`config.mk`:
```
export PLATFORM = sky130hd
export DESIGN_NAME = dwt_mac_scheduler
export DESIGN_NICKNAME = d
export VERILOG_FILES = /design/src/rtl/dwt_mac_scheduler.sv
export SDC_FILE = /design/constraint.sdc
export NUM_CORES = 1
export LEC_CHECK = 0
export BUFFER_PORTS_ARGS = -buffer_cell sky130_fd_sc_hd__buf_2
export CAP_MARGIN = 30
export CORE_UTILIZATION = 35
export DETAILED_ROUTE_END_ITERATION = 12
export GPL_TIMING_DRIVEN = 1
export PLACE_DENSITY = 0.57
export SYNTH_ARGS = -nofsm -noshare
export SYNTH_HDL_FRONTEND = slang
export SYNTH_SLANG_ARGS = --single-unit
```
`constraint.sdc`:
```
create_clock -name clk -period 1.78 [get_ports clk]
set_input_delay 0.356 -clock clk [delete_from_list [all_inputs] [get_ports clk]]
set_output_delay 0.356 -clock clk [all_outputs]
set_load 0.01 [all_outputs]
```
`src/rtl/dwt_mac_scheduler.sv`:
```
// Shares one fixed-latency 8-tap MAC engine between the levels of a wavelet decomposition:
// tracks warm-up and 2:1 phase per level, then arbitrates requests to the engine at a fixed priority.
module dwt_mac_scheduler #(
  parameter int NUM_LEVELS     = 3,
  parameter int WARMUP_SAMPLES = 7,
  parameter int ENGINE_LAT     = 3,
  localparam int SEL_W = (NUM_LEVELS > 1) ? $clog2(NUM_LEVELS) : 1
) (
  input  logic                  clk,
  input  logic                  rst_n,
  input  logic                  en,
  input  logic [NUM_LEVELS-1:0] din_valid,
  input  logic                  clr_ovf,
  output logic [NUM_LEVELS-1:0] hist_shift,
  output logic                  eng_start,
  output logic [SEL_W-1:0]      eng_sel,
  output logic [NUM_LEVELS-1:0] dout_valid,
  output logic                  busy,
  output logic [NUM_LEVELS-1:0] overflow
);

  localparam int WCNT_W = $clog2(WARMUP_SAMPLES + 1);
  localparam logic [WCNT_W-1:0] WARM_MAX = WCNT_W'(WARMUP_SAMPLES);

  function automatic logic [WCNT_W-1:0] sat_inc(input logic [WCNT_W-1:0] v);
    return (v == WARM_MAX) ? v : v + WCNT_W'(1);
  endfunction

  logic [NUM_LEVELS-1:0] acc;
  logic [NUM_LEVELS-1:0] warm;
  logic [NUM_LEVELS-1:0] new_req;
  logic [NUM_LEVELS-1:0] req_all;
  logic [NUM_LEVELS-1:0] grant;
  logic [SEL_W-1:0]      grant_idx;
  logic [NUM_LEVELS-1:0] pending;
  logic [NUM_LEVELS-1:0] pending_next;
  logic [NUM_LEVELS-1:0] ph;
  logic [NUM_LEVELS-1:0] ovf_set;
  logic [NUM_LEVELS-1:0] overflow_next;
  logic [WCNT_W-1:0]     wcnt [NUM_LEVELS];
  logic                  start_next;
  logic [SEL_W-1:0]      sel_next;
  logic                  busy_next;
  logic [NUM_LEVELS-1:0] dout_next;

  // Stage 0 of the in-flight pipe is the launch register itself (eng_start/eng_sel).
  logic [ENGINE_LAT-1:0] vld_p;
  logic [SEL_W-1:0]      sel_p [ENGINE_LAT];

  assign acc        = din_valid & {NUM_LEVELS{en}};
  assign hist_shift = acc;
  assign eng_start  = vld_p[0];
  assign eng_sel    = sel_p[0];

  always_comb begin
    warm      = '0;
    new_req   = '0;
    grant     = '0;
    grant_idx = '0;
    for (int i = 0; i < NUM_LEVELS; i++) begin
      warm[i]    = (wcnt[i] == WARM_MAX);
      new_req[i] = acc[i] & warm[i] & ~ph[i];
    end
    req_all = pending | new_req;
    // Descending scan so the lowest requesting index is the one left standing.
    for (int i = NUM_LEVELS - 1; i >= 0; i--) begin
      if (req_all[i]) begin
        grant     = '0;
        grant[i]  = 1'b1;
        grant_idx = SEL_W'(i);
      end
    end
    pending_next  = (pending & new_req) | (req_all & ~grant);
    ovf_set       = pending & new_req & ~grant;
    overflow_next = ovf_set | (clr_ovf ? '0 : overflow);
    start_next    = |req_all;
    sel_next      = start_next ? grant_idx : sel_p[0];
    busy_next     = (|pending_next) | start_next | (|vld_p);
    dout_next     = vld_p[ENGINE_LAT-1] ? (NUM_LEVELS'(1) << sel_p[ENGINE_LAT-1]) : '0;
  end

  always_ff @(posedge clk or negedge rst_n) begin
    if (!rst_n) begin
      pending    <= '0;
      ph         <= '0;
      overflow   <= '0;
      busy       <= 1'b0;
      dout_valid <= '0;
      vld_p      <= '0;
      for (int j = 0; j < ENGINE_LAT; j++) sel_p[j] <= '0;
      for (int i = 0; i < NUM_LEVELS; i++) wcnt[i] <= '0;
    end else begin
      for (int i = 0; i < NUM_LEVELS; i++) begin
        if (acc[i]) wcnt[i] <= sat_inc(wcnt[i]);
        if (acc[i] && warm[i]) ph[i] <= ~ph[i];
      end
      pending    <= pending_next;
      overflow   <= overflow_next;
      busy       <= busy_next;
      // Launch stage
      vld_p[0]   <= start_next;
      sel_p[0]   <= sel_next;
      // Engine latency stages; the final stage retires into dout_valid
      for (int j = 1; j < ENGINE_LAT; j++) begin
        vld_p[j] <= vld_p[j-1];
        sel_p[j] <= sel_p[j-1];
      end
      dout_valid <= dout_next;
    end
  end

endmodule

```
==> results.toml, run 1 <==
[floorplan]
die_w_um = 60.9
die_h_um = 60.9
row_count = 21
core_sq_um = 3340
ios = 20
die-area_sq_um = 3710
initial_core_util_pct = 36.4

[routing]
firstDrtPassIters = 2
routedWlPerCell_um = 11.9
drc = 0
drt.antenna.violating_nets = 0
finalWirelength_um = 1860
vias = 718
vias_per_cell = 4.57
drt_iter0_markers = 9

[synthesis]
synth_most_common_cell = "dfrtp_1"
yosysWarningCount = 0
synth_top_flop_cell = "dfrtp_1"
synthCells = 87
avgSynthCellArea_sq_um = 14.0
synth_top_cells_by_area = "dfrtp_1, ha_1, mux2_2"
synthArstFlopShare_pct = 100
synth-edff-count = 0
yosysSeqAreaShare_pct = 63.8
ys_seq_elements = 31
synth_top_cell_by_area = "dfrtp_1"
ys_types = 22
syn_area_sq_um = 1220
yosysTopAreaCellShare_pct = 63.8
synthTopCellsByCount = "dfrtp_1, nand2_1, ha_1, mux2_2, xnor2_1"
synth_nets = 100

[place]
dp_hpwl_um = 1390
dp_slack_ns = 0.189
portBuffers = 19
routabilityCongestion = 0.774

[global_route]
grt_max_degree = 32
grt_pass1_vias = 775
grt_antenna_before_repair = 0
grt_overflow = 0
track_usage_pct = 13.5
grt_pass1_wl_um = 3310

[timing]
hold_viol_final = 0
fin_setup_tns_ns = 0
holdWs_ns = 0.0443
slew_viol_final = 0
setup_violations = 0
fin_skew_ns = 0.00614
post-route-period-util_pct = 88.9
max_freq_mhz = 632
slew_headroom_pct = 56.4
finalCriticalPeriod_ns = 1.58
layout_setup_ws_ns = 0.198
worst_pin_slew_ns = 0.654
rsz0062_at_grt = "no"

[finish]
diodes = 0
postLayoutCoreUtil_pct = 42.3
fin_nets = 124
syn_to_final_growth_pct = 15.9
drive_gt1_share_pct = 31.5

[setup_path]
path_cells = "ha_1 > ha_1 > and4b_4 > nor4_4 > o31a_1"
endpoint_kind = "flip-flop"
crit_buf_inv = 0
arrival_ns = 1.85
worstPathRequired_ns = 2.05
start_kind = "flip-flop"
critical_path_class = "reg -> reg"
cpMostUsedCell = "ha_1"
max_stage_delay_ns = 0.40
crit_fanout = 5
crit_family = "simple AND/OR/NAND/NOR gates"
slowest_stage = "dfrtp_1"

[clock_tree]
cts_tree = "yes"
post_cts_resized = 0
h-tree-depth = 2
cts_setup_buffers = 0
clk_pin_slew_ns = 0.09
cts_buffers = 5
cts.path.max_buffers = 2
cts-root-buf = "clkbuf_4"
clock-sinks = 31
clock_latency_ns = 0.33
holdBufCountCts = 0

[min_path]
hp-class = "in -> async"

[power]
power_mw = 1.96
irDropWorstVdd_mv = 0.516
leakage_nw = 0.696
powerDensity_nw_per_um2 = 1390

[outcome]
outcome = "completed"

[flow_run]
drv_cap = 0
==> area by class of cell <==
class | instances | area, sq um
clock buffer | 6 | 51.3
multi-input combinational | 52 | 418
tap | 46 | 57.6
timing repair buffer | 19 | 95.1
fill | 339 | 1930
inverter | 2 | 7.51
sequential | 31 | 776
clock inverter | 1 | 5.00
==> worst register-to-register path: stages (launching register included) <==
cell and delay, ns:
dfrtp_1 0.40, ha_1 0.20, ha_1 0.20, and4b_4 0.24, nor4_4 0.31, o31a_1 0.19
==> power by group <==
part / total (mW) / leakage [nW] / internal [mW] / switching (mW)
sequential: 1.08 / 0.399 / 0.940 / 0.142
clock: 0.401 / 0.0341 / 0.182 / 0.218
combinational: 0.478 / 0.263 / 0.280 / 0.198
total: 1.96 / 0.696 / 1.40 / 0.558
==> through the flow <==
| step | std cells | instance area (sq um) |
|---|---|---|
| after floorplan | 87 | 1220 |
| after global placement | 150 | 1350 |
| after detailed placement | 150 | 1350 |
| after CTS | 157 | 1410 |
| after global routing | 157 | 1410 |
| final | 157 | 1410 |
==> logic make-up (layout without fill, tap and decap cells) <==
kind of cell	Yosys count	count (layout)	share of synthesized area, %
AO/OA/AOI/OAI	6	6	3.40
XOR/XNOR	6	6	4.32
adder cells (fa/ha/maj)	6	6	6.17
buffers and inverters	4	28	1.85
flip-flops	31	31	63.8
multiplexers	6	6	5.56
AND/OR/NAND/NOR	28	28	14.9
==> sequential cells by signal, indices dropped and copies added, names as in the netlist <==
register    cells
ph              3
overflow        3
dout_valid      3
vld_p           3
sel_p           4
wcnt            9
pending         3
busy            1
eng_sel         2
==> metal layers <==
layer / share of wire [%] / track usage, % / routed length [um] / vias to the layer above
met5: 0 / 0 / 0 / -
met4: 2.0 / 6.82 / 38 / 0
met3: 7.1 / 8.53 / 132 / 4
met2: 51 / 22.1 / 946 / 17
met1: 40 / 13.4 / 745 / 348
li1: - / - / - / 349
==> cells in the final DEF, fill, tap and decap left out, types with 2 or more instances in the layout <==
master     n
buf_2     19
a21oi_1    2
xnor2_1    6
ha_1       6
nor2_1     4
o22ai_1    2
and2_1     3
clkbuf_4   5
and4b_1    2
dfrtp_1   31
nand2_1    7
nor3b_1    3
inv_1      2
nand2b_1   3
mux2_2     6
==> path summary, 6_finish.rpt <==
| check | slack, ns | start | end | depth (start not counted) |
|---|---|---|---|---|
| worst max-delay path | 0.20 | wcnt[3] | eng_sel[1] | 5 |
| worst min-delay path | 0.04 | rst_n | vld_p[2] | 1 |
| worst max register to register | 0.20 | wcnt[3] | eng_sel[1] | 5 |
| worst min register to register | 0.37 | sel_p[3] | sel_p[1] | 0 |
| max in group asynchronous | 1.30 | rst_n | ph[2] | 1 |
| min in group clk | 0.21 | clr_ovf | overflow[0] | 2 |
Power figures use the tool's default switching activity.
==> run 2, diff against run 1 <==
==> constraint.sdc (replaced) <==
create_clock -name clk -period 1.78 [get_ports clk]
set_input_delay 0.356 -clock clk [delete_from_list [all_inputs] [get_ports clk]]
set_output_delay 0.356 -clock clk [all_outputs]
set_load 0.1 [all_outputs]
==> run 2 against run 1 <==
Setup slack got worse by 0.034 ns. Non-clock buffer count is the same. Clock skew barely moved. Design area rose by 4.5%. Critical endpoint unchanged. Combinational power rose by 69%. Largest cell class unchanged. Largest power group unchanged. Power increased by 25%. Sequential power about the same. Routed wire length grew 0.32%. Global-route usage decreased by 1.0 points. Critical path type unchanged.
==> results.toml, run 2 (synthesis gave the netlist of run 1 again) <==
[routing]
vias = 717
finalWirelength_um = 1870
routedWlPerCell_um = 11.8
vias_per_cell = 4.54
firstDrtPassIters = 3
drt_iter0_markers = 14
drt.antenna.violating_nets = 0
drc = 0

[power]
p_switching_mw = 0.890
powerDensity_nw_per_um2 = 1660
leakage_nw = 0.720
pwr-share-seq_pct = 44.1
clkPwrFrac_pct = 23.0
p_int_mw = 1.56
switching_share_pct = 36.3
combinationalPowerShare_pct = 32.9
irDropWorstVdd_mv = 0.787

[clock_tree]
cts_buffers = 5
cts.path.max_buffers = 2
h-tree-depth = 2
clock_latency_ns = 0.33
holdBufCountCts = 0
cts_tree = "yes"
post_cts_resized = 0
cts_setup_buffers = 0
clk_pin_slew_ns = 0.10
clock-sinks = 31
cts-root-buf = "clkbuf_4"

[global_route]
grt_antenna_before_repair = 0
grt_overflow = 0
grt_max_degree = 32
grt_pass1_wl_um = 3130
grt_pass1_vias = 735
track_usage_pct = 12.5

[finish]
syn_to_final_growth_pct = 21.2
reg_top3 = "wcnt: 9 flops, sel_p: 4 flops"
largest_register = "wcnt"
layout_common_cells = "dfrtp_1, buf_2, nand2_1"
diodes = 0
design_area_sq_um = 1470
largest_reg_flops = 9
final_common_cell = "dfrtp_1"
drive_gt1_share_pct = 34.8
fin_nets = 124

[timing]
max_freq_mhz = 619
fin_skew_ns = 0.00662
fin_setup_tns_ns = 0
rsz0062_at_grt = "no"
worst_pin_slew_ns = 0.668
setup_violations = 0
hold_viol_final = 0
finalCriticalPeriod_ns = 1.62
slew_viol_final = 0
post-route-period-util_pct = 90.8
slew_headroom_pct = 55.4

[outcome]
outcome = "completed"

[setup_path]
arrival_ns = 1.89
critical_path_class = "reg -> reg"
crit_buf_inv = 0
worstPathRequired_ns = 2.05
crit_family = "simple AND/OR/NAND/NOR gates"
endpoint_kind = "flip-flop"
slowest_stage = "dfrtp_1"
crit_fanout = 5
start_kind = "flip-flop"
cpMostUsedCell = "ha_1"
max_stage_delay_ns = 0.41
path_cells = "ha_1 > ha_1 > and4b_4 > nor4_4 > o31a_1"

[place]
dp_hpwl_um = 1370
placed_area_sq_um = 1390
portBuffers = 19
routabilityCongestion = 0.769

[floorplan]
ios = 20
core_sq_um = 3340
die_w_um = 60.9
row_count = 21
die-area_sq_um = 3710
die_h_um = 60.9
initial_core_util_pct = 36.4

[min_path]
hp-class = "in -> async"

[flow_run]
drv_cap = 0
==> run 2: cell count changes in the layout (fill, tap and decap cells not counted), sizes merged <==
cell and delta:
bufinv +1
==> run 2: stage by stage <==
step	hold WS, ns	instances	util, %	setup slack [ns]	total power [mW]
after floorplan	0.0604	87	-	0.287	1.77
after global placement	0.332	150	41.6	0.232	1.87
after detailed placement	0.335	150	41.6	0.154	1.92
after CTS	0.0784	158	44.2	0.141	2.50
after global routing	0.0893	158	44.2	0.0582	2.62
final	0.0494	158	44.2	0.164	2.45
==> run 2: power groups by stage <==
stage	Sequential [mW]	Clock [mW]	Combinational (mW)
global placement	1.08	0	0.793
CTS	1.09	0.587	0.826
finish	1.08	0.565	0.806
detailed placement	1.10	0	0.820
floorplan	1.20	0	0.567
global route	1.11	0.624	0.890
==> run 2: worst paths after layout <==
kind	startpoint	end	slack [ns]	cells after the start
worst max-delay path	wcnt[3]	eng_sel[1]	0.16	5
worst min-delay path	rst_n	overflow[0]	0.05	1
worst max register to register	wcnt[3]	eng_sel[1]	0.16	5
worst min register to register	sel_p[3]	sel_p[1]	0.35	0
max in group asynchronous	rst_n	pending[0]	1.29	1
min in group clk	clr_ovf	overflow[0]	0.20	2
==> run 2: routing by layer <==
metal	part of all wire, %	vias up	track usage (%)
met5	0	-	0
met2	50	18	20.3
li1	-	345	-
met1	42	348	13.2
met3	6.0	6	7.04
met4	2.0	0	5.84
==> run 2: layout make-up <==
class / instances / area, sq um
Sequential cell: 31 / 776
Timing Repair Buffer: 19 / 125
Clock buffer: 6 / 51.3
Multi-Input combinational cell: 52 / 422
Tap cell: 46 / 57.6
Clock inverter: 2 / 35.0
Fill cell: 328 / 1860
Inverter: 2 / 7.51
==> run 2: worst register-to-register path, delay by kind of cell (launching register included) <==
kind | cells | cell delay [ns]
AND/OR/NAND/NOR | 2 | 0.56
flip-flops | 1 | 0.41
adder cells (fa/ha/maj) | 2 | 0.42
AO/OA/AOI/OAI | 1 | 0.19
